[config.mk]
export PLATFORM = sky130hd
export DESIGN_NAME = tf_gen_ctrl
export DESIGN_NICKNAME = d
export VERILOG_FILES = /design/src/rtl/tf_gen_ctrl.sv
export SDC_FILE = /design/constraint.sdc
export NUM_CORES = 1
export LEC_CHECK = 0
export BUFFER_PORTS_ARGS = -buffer_cell sky130_fd_sc_hd__buf_2
export CAP_MARGIN = 20
export CELL_PAD_IN_SITES_DETAIL_PLACEMENT = 1
export CELL_PAD_IN_SITES_GLOBAL_PLACEMENT = 2
export CORE_ASPECT_RATIO = 1.4
export CORE_MARGIN = 2
export CORE_UTILIZATION = 19
export DETAILED_ROUTE_END_ITERATION = 8
export GPL_TIMING_DRIVEN = 0
export PLACE_DENSITY = 0.84
export SYNTH_ARGS = -nofsm -noshare
export SYNTH_HDL_FRONTEND = slang
export SYNTH_SLANG_ARGS = --single-unit
[constraint.sdc]
create_clock -name clk -period 3.6 [get_ports clk]
set_clock_uncertainty 0.2 [all_clocks]
set_input_delay 1.08 -clock clk [delete_from_list [all_inputs] [get_ports clk]]
set_output_delay 1.08 -clock clk [all_outputs]
set_load 0.01 [all_outputs]
[src/rtl/tf_gen_ctrl.sv]
// tf_gen_ctrl: sequencer for a twiddle-factor generator.
//
// For each of num_stage stages it issues one seed cycle (LOAD, tf_wen=1),
// then IT_DEPTH generate iterations (GEN, tf_ren=1). Each iteration lasts
// MUL_LAT cycles, matching the multiplier latency. The last cycle of an
// iteration presents tf_valid, and it stalls until the consumer raises
// tf_ready. A single done pulse closes the run.
//
// Ports:
//   clk, rst       - clock (rising edge); asynchronous active-high reset
//   start          - launch request, honoured only in IDLE
//   num_stage[3:0] - stage count, latched at launch (0 goes straight to DONE)
//   abort          - synchronous cancel from any non-IDLE state
//   tf_ready       - consumer accepts the current twiddle set
//   tf_wen, tf_ren - seed strobe / generate enable to the generator
//   it_depth_cnt   - current iteration depth (zero-extended)
//   l              - current stage index (zero-extended)
//   tf_idx         - l*IT_DEPTH + it_depth_cnt
//   tf_valid       - generator outputs valid this cycle
//   busy, done     - run in progress / one-cycle completion pulse
module tf_gen_ctrl #(
  parameter int D_WIDTH  = 64,
  parameter int IT_DEPTH = 3,
  parameter int MUL_LAT  = 2
) (
  input  logic               clk,
  input  logic               rst,
  input  logic               start,
  input  logic [3:0]         num_stage,
  input  logic               abort,
  input  logic               tf_ready,
  output logic               tf_wen,
  output logic               tf_ren,
  output logic [D_WIDTH-1:0] it_depth_cnt,
  output logic [D_WIDTH-1:0] l,
  output logic [D_WIDTH-1:0] tf_idx,
  output logic               tf_valid,
  output logic               busy,
  output logic               done
);

  localparam int DEPTH_W = (IT_DEPTH > 1) ? $clog2(IT_DEPTH) : 1;
  localparam int WAIT_W  = (MUL_LAT > 1) ? $clog2(MUL_LAT) : 1;
  localparam logic [DEPTH_W-1:0] DEPTH_LAST = DEPTH_W'(IT_DEPTH - 1);
  localparam logic [WAIT_W-1:0]  WAIT_LAST  = WAIT_W'(MUL_LAT - 1);

  typedef enum logic [1:0] {IDLE, LOAD, GEN, DONE} state_t;

  state_t               state_reg, state_next;
  logic [3:0]           nstage_reg, nstage_next;
  logic [3:0]           stage_reg, stage_next;
  logic [DEPTH_W-1:0]   depth_reg, depth_next;
  logic [WAIT_W-1:0]    wcnt_reg, wcnt_next;

  always_ff @(posedge clk or posedge rst) begin
    if (rst) begin
      state_reg  <= IDLE;
      nstage_reg <= '0;
      stage_reg  <= '0;
      depth_reg  <= '0;
      wcnt_reg   <= '0;
    end else begin
      state_reg  <= state_next;
      nstage_reg <= nstage_next;
      stage_reg  <= stage_next;
      depth_reg  <= depth_next;
      wcnt_reg   <= wcnt_next;
    end
  end

  // Counters are cleared on every entry to IDLE and DONE, so the index
  // outputs are naturally zero there without extra output gating.
  always_comb begin
    state_next  = state_reg;
    nstage_next = nstage_reg;
    stage_next  = stage_reg;
    depth_next  = depth_reg;
    wcnt_next   = wcnt_reg;

    case (state_reg)
      IDLE: begin
        if (start && !abort) begin
          nstage_next = num_stage;
          stage_next  = '0;
          depth_next  = '0;
          wcnt_next   = '0;
          state_next  = (num_stage == 4'd0) ? DONE : LOAD;
        end
      end
      LOAD: begin
        wcnt_next  = '0;
        state_next = GEN;
      end
      GEN: begin
        if (wcnt_reg != WAIT_LAST) begin
          wcnt_next = wcnt_reg + WAIT_W'(1);
        end else if (tf_ready) begin
          // Transfer accepted: move to the next depth, stage, or finish.
          wcnt_next = '0;
          if (depth_reg != DEPTH_LAST) begin
            depth_next = depth_reg + DEPTH_W'(1);
          end else if (stage_reg + 4'd1 < nstage_reg) begin
            stage_next = stage_reg + 4'd1;
            depth_next = '0;
            state_next = LOAD;
          end else begin
            stage_next = '0;
            depth_next = '0;
            state_next = DONE;
          end
        end
      end
      DONE: begin
        stage_next = '0;
        depth_next = '0;
        wcnt_next  = '0;
        state_next = IDLE;
      end
      default: begin
        state_next = IDLE;
      end
    endcase

    // Cancel overrides every transition above, including a pending transfer.
    if (abort && (state_reg != IDLE)) begin
      state_next = IDLE;
      stage_next = '0;
      depth_next = '0;
      wcnt_next  = '0;
    end
  end

  assign tf_wen       = (state_reg == LOAD);
  assign tf_ren       = (state_reg == GEN);
  assign tf_valid     = (state_reg == GEN) && (wcnt_reg == WAIT_LAST);
  assign busy         = (state_reg != IDLE);
  assign done         = (state_reg == DONE);
  assign it_depth_cnt = D_WIDTH'(depth_reg);
  assign l            = D_WIDTH'(stage_reg);
  assign tf_idx       = l * D_WIDTH'(IT_DEPTH) + it_depth_cnt;

endmodule

Word level (Yosys, flattened, before mapping)

Cells that the tools add are included.

Flip-flop bits (word level): 13
Logic and storage cells: 58
Output and inout bits: 197

Add/subtract/negate cells: 4
Muxes and demuxes: 26
Reduce and logical (&&, ||, !) cells: 13
Equal/unequal tests: 8
Multipliers: 1
Order comparisons: 1

Operators with widths:

| operator                                            | count |
|---|---|
| two-way mux 2 bit                                   | 12 |
| two-way mux 4 bit                                   | 6 |
| one-hot mux 4 bit (3 select lines)                  | 1 |
| one-hot mux 2 bit (4 select lines)                  | 1 |
| AND reduction 4 bit                                 | 2 |
| adder 6 x 2 -> 7 bit                                | 1 |
| multiplier 4 x 2 -> 6 bit, second input constant    | 1 |
| != test 3 x 2 -> 1 bit, second input constant       | 2 |
| one-hot mux 2 bit (3 select lines)                  | 1 |
| AND reduction 5 bit                                 | 1 |
| adder 4 x 1 -> 4 bit, second input constant         | 1 |
| equality test 2 bit, second input constant          | 2 |
| zero test 4 bit                                     | 1 |
| less-than comparator 4 bit                          | 1 |
| two-way mux 1 bit                                   | 4 |
| nonzero test 4 bit                                  | 1 |
| logical AND 1 bit                                   | 3 |
| != test 3 x 1 -> 1 bit, second input constant       | 1 |
| != test 3 bit, second input constant                | 1 |
| one-hot mux 1 bit (3 select lines)                  | 1 |
| adder 2 x 1 -> 2 bit, second input constant         | 1 |
| equality test 2 x 1 -> 1 bit, second input constant | 1 |
| zero test 2 bit                                     | 1 |
| != test 2 bit, second input constant                | 1 |
| 5 further kinds                                     | 5 |

Depth between registers and ports, before layout

Gate-level depths: netlist of the first run.

Depth after elaboration: 8
Depth in mapped cells: 8
Depth with buffers taken out: 8

Worst setup path before layout of the first run

Ideal clock, no wire load.

Path type: register to output
Start: register depth_reg[1]
End: output port tf_idx[5]
Required time: 2320 ps
Buffers on the path: 0
Data arrival time: 1870 ps
Cell stages (with the launch flop): 8
Slack: 450 ps
Cells stage by stage: dfrtp_1 > fa_1 > ha_1 > inv_1 > fa_1 > nor2b_1 > o21ai_0 > nand2b_1

Longest elaborated chain between the ends: 1

Ends and longest elaborated chain:

| what                     | RTL line | source |
|---|---|---|
| start: declaration       | 52       | `logic [DEPTH_W-1:0] depth_reg, depth_next;` |
| start signal: assignment | 66       | `depth_reg <= depth_next;` |
| adder 6 x 2 -> 7 bit     | 140      | `assign tf_idx = l * D_WIDTH'(IT_DEPTH) + it_depth_cnt;` |
| end: declaration         | 36       | `output logic [D_WIDTH-1:0] tf_idx,` |

No other way between the ends.

Final worst setup path of the first run

Ends and elaborated chain as after synthesis.

==> results.yml, run 1 <==
die:
  rows: 47
  coreArea_sq_um: 11900
  chipHeight_um: 135
  die_area_sq_um: 13100
  io_pins: 206
  start_util_pct: 19.6
  die_w_um: 97.5
clock_network:
  number_of_buffers_between_clock_root_and_the_deepest_sink: 2
  hold_bufs_inserted_after_cts: 0
  ctsHtreeMaxLevel: 1
  cts_root_buffer: "sky130_fd_sc_hd__clkbuf_16"
  cts_sinks: 13
  cts_tree: "done"
  numCtsBuffers: 3
  clkLatencyLatePin_ps: 240
  clk_transition_reported_paths_ps: 50
route:
  postRouteAntennaNets: 0
  drt_first_iter_violations: 6
  vias: 1883
  final_routed_wirelength_across_all_metal_layers_mm: 5.29
  post-route-drc-count: 0
  post_drt_wl_per_cell_um: 8.32
  routed_via_density: 2.96
  drt_pre_antenna_iters: 3
synth:
  ys_types: 37
  synth_warnings: 0
  mappedNetlistArea_sq_um: 2320
  number_of_enable_type_register_cells_in_the_synthesized_netlist: 0
  postSynthRegisterBits: 13
  syn-mean-instance-area_sq_um: 8.39
  postSynth.topFlopCell: "sky130_fd_sc_hd__dfrtp_1"
  async_reset_ff_share_pct: 100
  synth_seq_area_share_pct: 14.0
  cells_after_synth: 277
critical_path:
  critical_path.endpoint_type: "primary output"
  timing.critical_path.from_type: "flop"
  crit_required_ps: 2320
  crit_path_max_fanout: 4
  r2r_slack_ps: 1030
  crit_type: "reg -> out"
  cp.arrival_ps: 2170
placed_design:
  io_buffers: 25
  gpl.final_weighted_congestion: 0.687
  dp_slack_ps: 265
  dp_hpwl_mm: 4.91
timing:
  setup_viol: 0
  final_min_period_over_clock_period_pct: 95.9
  post-route-worst-setup-slack_ps: 146
  rsz0062_at_grt: "true"
  hold_viol: 0
  fin_hold_ws_ps: 293
  slew_worst_pin_ps: 541
  slew_headroom_pct: 63.9
  final_period_minus_worst_setup_slack_ps: 3450
  max_clock_freq_ghz: 0.290
  final.setup.tns_ps: 0
  timing.final.max_slew_violations: 0
global_routing:
  grt_start_max_net_pins: 14
  globalRoute.totalOverflow: 0
  grt_pass1_wl_mm: 8.21
  grt_usage_pct: 7.49
  grt_pass1_vias: 1845
  antenna_found_initial: 0
layout:
  area.growth.synth_to_final_pct: 47.2
  final_layout_size_suffix_gt1_share_pct: 46.4
  antenna_cells_inserted: 0
  layout.nets: 512
  filler_cell_count: 1556
pwr:
  share_clk_of_total_power_pct: 31.2
  switching_share_pct: 33.2
  ir_drop_mv: 0.122
  power_mw: 0.692
  combPwrFrac_pct: 44.7
  p_sw_mw: 0.230
  power.density_nw_per_um2: 202
  leakagePower_nw: 2.27
  power.internal_mw: 0.462
  sequentialPowerShare_pct: 24.1
min_path:
  hold_path_class: "reg -> reg"
run_status:
  status: "finished, final reports clean"
job:
  drv_cap: 0
[routing by layer]
layer  vias up  wire [um]  global-route usage [%]
li1        936          -                       -
met2       139       2840                    14.4
met4         0         59                    2.31
met5         -          0                       0
met1       803       1590                    7.21
met3         5        807                    3.05
[metrics by stage]
step	util [%]	area (sq um)	instances
6_report	28.8	3420	636
5_1_grt	28.8	3420	636
4_1_cts	28.5	3390	632
3_5_place_dp	27.8	3310	628
3_3_place_gp	27.8	3310	628
2_1_floorplan	-	3000	456
[repair_timing]
action	CTS	global route
setup buffers	0	4
resized for setup	1	3
setup endpoints to repair	1	2
[synth_stat cells, drive strengths merged, types with 2 or more instances]
library cell | instances | share of area (%)
inv | 11 | 1.8
o21ai | 6 | 1.3
mux2 | 2 | 0.97
nor2b | 5 | 2.0
dfrtp | 13 | 14
a21oi | 3 | 0.65
nand2b | 6 | 1.8
nor2 | 5 | 1.1
and2 | 2 | 0.54
fa | 2 | 1.7
buf | 180 | 58
a22o | 4 | 1.5
or2 | 2 | 0.65
a21o | 2 | 0.65
nand3b | 2 | 0.65
ha | 11 | 5.9
xnor2 | 3 | 1.1
nand2 | 5 | 0.81
[kinds of logic (layout without fill, tap and decap cells)]
logic type	count (synthesis)	count (layout)	synth area share, %
compound gates	21	21	6.46
buf+inv	191	224	59.9
xor+xnor	3	3	1.13
mux	3	3	1.40
fa+ha+maj	13	13	7.64
other cells	1	180	0.161
flops	13	13	14.0
simple gates	32	32	9.31
[power groups by stage]
stage / Combinational [mW] / Sequential, mW / Clock (mW)
final: 0.309 / 0.167 / 0.216
after floorplan: 0.272 / 0.167 / 0
after detailed placement: 0.295 / 0.169 / 0
after global routing: 0.341 / 0.169 / 0.227
after CTS: 0.295 / 0.167 / 0.223
after global placement: 0.293 / 0.169 / 0
[worst max-delay path, cell delays in order, from the launching register on]
cell and delay, ps:
sky130_fd_sc_hd__dfrtp_2 430, sky130_fd_sc_hd__fa_1 540, sky130_fd_sc_hd__ha_1 170, sky130_fd_sc_hd__inv_1 60
sky130_fd_sc_hd__fa_2 350, sky130_fd_sc_hd__nor2b_1 110, sky130_fd_sc_hd__o21ai_0 70, sky130_fd_sc_hd__nand2b_1 70
sky130_fd_sc_hd__buf_2 120
[layout by cell type, fill, tap and decap left out, drive strengths merged, types with 5 or more instances in the layout]
| cell | count |
|---|---|
| nand2b | 6 |
| buf | 209 |
| nor2 | 5 |
| dfrtp | 13 |
| inv | 11 |
| ha | 11 |
| nor2b | 5 |
| conb | 180 |
| o21ai | 6 |
| nand2 | 5 |
[worst paths after layout]
path | startpoint | to | cells after the start
worst max-delay path | depth_reg[1] | tf_idx[5] | 8
worst min-delay path | nstage_reg[0] | nstage_reg[0] | 1
worst max register to register | stage_reg[0] | stage_reg[0] | 8
worst min register to register | nstage_reg[0] | nstage_reg[0] | 1
max in group asynchronous | rst | depth_reg[1] | 2
min in group asynchronous | rst | stage_reg[3] | 2
[area by class of cell]
cell class                 count  area (sq um)  area share (%)
buffer                       180          1350            39.5
multi-input combinational    252          1280            37.4
sequential                    13           329            9.62
tap                          147           184            5.37
timing repair buffer          29           155            4.53
clock buffer                   3          75.1            2.19
inverter                      11          41.3            1.21
clock inverter                 1          5.00           0.146
(Power assumes the default switching activity.)
==> inputs of run 2 (changes only) <==
--- a/config.mk
+++ b/config.mk
@@ -16,4 +16,5 @@
 export GPL_TIMING_DRIVEN = 0
 export PLACE_DENSITY = 0.84
+export SLEW_MARGIN = 30
 export SYNTH_ARGS = -nofsm -noshare
 export SYNTH_HDL_FRONTEND = slang
==> constraint.sdc (replaced) <==
create_clock -name clk -period 3.6 [get_ports clk]
set_clock_uncertainty 0.2 [all_clocks]
set_input_delay 0.36 -clock clk [delete_from_list [all_inputs] [get_ports clk]]
set_output_delay 0.36 -clock clk [all_outputs]
set_load 0.01 [all_outputs]
==> run 2 against run 1 <==
Flip-flop and latch count unchanged. Via count about the same. Wire length about the same. Fmax up 21%. Clock-buffer cell count unchanged. Register-to-register slack better by 80 ps. Worst setup slack better by 600 ps. Total power up 0.29%. Utilization down 0.22 points. Cell count down 0.47%. Sequential share of layout area about the same. Critical path type unchanged. Critical endpoint unchanged. Highest routed layer unchanged.
==> results.yml, run 2 (synthesis gave the netlist of run 1 again) <==
timing:
  hold_viol: 0
  post-route-worst-setup-slack_ps: 751
  setup_viol: 0
  final_min_period_over_clock_period_pct: 79.1
  max_clock_freq_ghz: 0.351
  rsz0062_at_grt: "false"
  slew_worst_pin_ps: 545
  fin_hold_ws_ps: 138
  timing.final.max_slew_violations: 0
  final.setup.tns_ps: 0
  slew_headroom_pct: 63.6
  final_period_minus_worst_setup_slack_ps: 2850
layout:
  final_cell_mix: "sky130_fd_sc_hd__buf_4, sky130_fd_sc_hd__conb_1, sky130_fd_sc_hd__buf_2"
  area.growth.synth_to_final_pct: 46.1
  layout.core_utilization_pct: 28.6
  antenna_cells_inserted: 0
  final_cells: 633
  regArea_sq_um: 325
  final_layout_size_suffix_gt1_share_pct: 45.1
  layout.nets: 509
  fin_area_sq_um: 3400
  filler_cell_count: 1552
  multiInputGateArea_sq_um: 1280
route:
  final_routed_wirelength_across_all_metal_layers_mm: 5.29
  postRouteAntennaNets: 0
  post_drt_wl_per_cell_um: 8.36
  drt_first_iter_violations: 6
  vias: 1882
  post-route-drc-count: 0
  routed_via_density: 2.97
  drt_pre_antenna_iters: 2
placed_design:
  dp_slack_ps: 985
  placement.cell_area_sq_um: 3310
  dp.cells: 628
  dp_hpwl_mm: 4.91
  io_buffers: 25
  gpl.final_weighted_congestion: 0.687
pwr:
  power_mw: 0.694
  power.density_nw_per_um2: 204
  leakagePower_nw: 2.25
  ir_drop_mv: 0.123
critical_path:
  worstPathCellList: "fa_1 -> ha_1 -> inv_1 -> fa_1 -> nor2b_1 -> o21ai_0 -> nand2b_1 -> buf_2"
  timing.reg2reg.worst_path_depth: 7
  crit_path_max_incr_delay_ps: 550
  crit_slowest_cell: "sky130_fd_sc_hd__fa_1"
  crit_type: "reg -> out"
  rr_startpoint: "stage_reg[0]"
  crit_required_ps: 3040
  crit_path_max_fanout: 7
  reg2reg_to: "stage_reg[0]"
  critical_path.endpoint_type: "primary output"
  cp.arrival_ps: 2290
  timing.critical_path.from_type: "flop"
  r2r_slack_ps: 1110
  timing.critical_path.mode_cell: "sky130_fd_sc_hd__fa_1"
  timing.critical_path.max_delay_family: "adder cells"
  number_of_buffers_and_inverters_on_the_critical_path: 2
global_routing:
  antenna_found_initial: 0
  globalRoute.totalOverflow: 0
  grt_start_max_net_pins: 14
  grt_usage_pct: 7.53
  grt_pass1_wl_mm: 8.24
  grt_pass1_vias: 1848
clock_network:
  numCtsBuffers: 3
  cts_tree: "done"
  cts_root_buffer: "sky130_fd_sc_hd__clkbuf_16"
  clkLatencyLatePin_ps: 250
  cts_sinks: 13
  number_of_buffers_between_clock_root_and_the_deepest_sink: 2
  post-cts-setup-buffers: 0
  ctsHtreeMaxLevel: 1
  clk_transition_reported_paths_ps: 50
die:
  io_pins: 206
  start_util_pct: 19.6
  die_area_sq_um: 13100
  coreArea_sq_um: 11900
  chipHeight_um: 135
  rows: 47
  die_w_um: 97.5
min_path:
  min_from: "num_stage[3]"
  hold-path-endpoint: "nstage_reg[3]"
  hold_path_class: "in -> reg"
  hold_depth: 3
run_status:
  status: "finished, final reports clean"
job:
  drv_cap: 0
-- run 2: area by class of cell --
class,count,area share [%]
inverters,11,1.22
clock buffers,3,2.21
multi-input cells,252,37.7
plain buffers,180,39.8
repair buffers,26,3.98
clock inverters,1,0.147
well taps,147,5.42
flip-flops and latches,13,9.58
-- run 2: metal layers --
layer	vias to the layer above	share of wire [%]	global-route usage (%)
li1	930	-	-
met2	139	54	14.6
met3	5	15	3.00
met5	-	0	0
met4	0	1.1	2.31
met1	808	30	7.21
-- run 2: report_power, final --
group          internal [mW]  total (mW)  switching, mW
registers              0.159       0.167        0.00816
logic                  0.156       0.310          0.155
clock network          0.148       0.217         0.0682
-- run 2: how the worst max path moves through the flow --
stage / slack, ps / start / cells past startpoint / end
after floorplan: 1170 / depth_reg[1] / 7 / tf_idx[5]
after global placement: 1000 / stage_reg[0] / 8 / tf_idx[5]
after detailed placement: 990 / stage_reg[0] / 8 / tf_idx[5]
after CTS: 720 / stage_reg[0] / 8 / tf_idx[5]
after global routing: 550 / stage_reg[0] / 8 / tf_idx[5]
final: 750 / stage_reg[0] / 8 / tf_idx[5]
-- run 2: tightest hold or removal path: cells and delay by family --
kind / cells / cell delay (ps)
buf+inv: 1 / 90
compound gates: 1 / 60
simple gates: 1 / 40
-- run 2: what timing repair did --
item | CTS | global route
hold buffers | 1 | 0
gates resized for setup | 0 | 0
hold endpoints to repair | 13 | 0
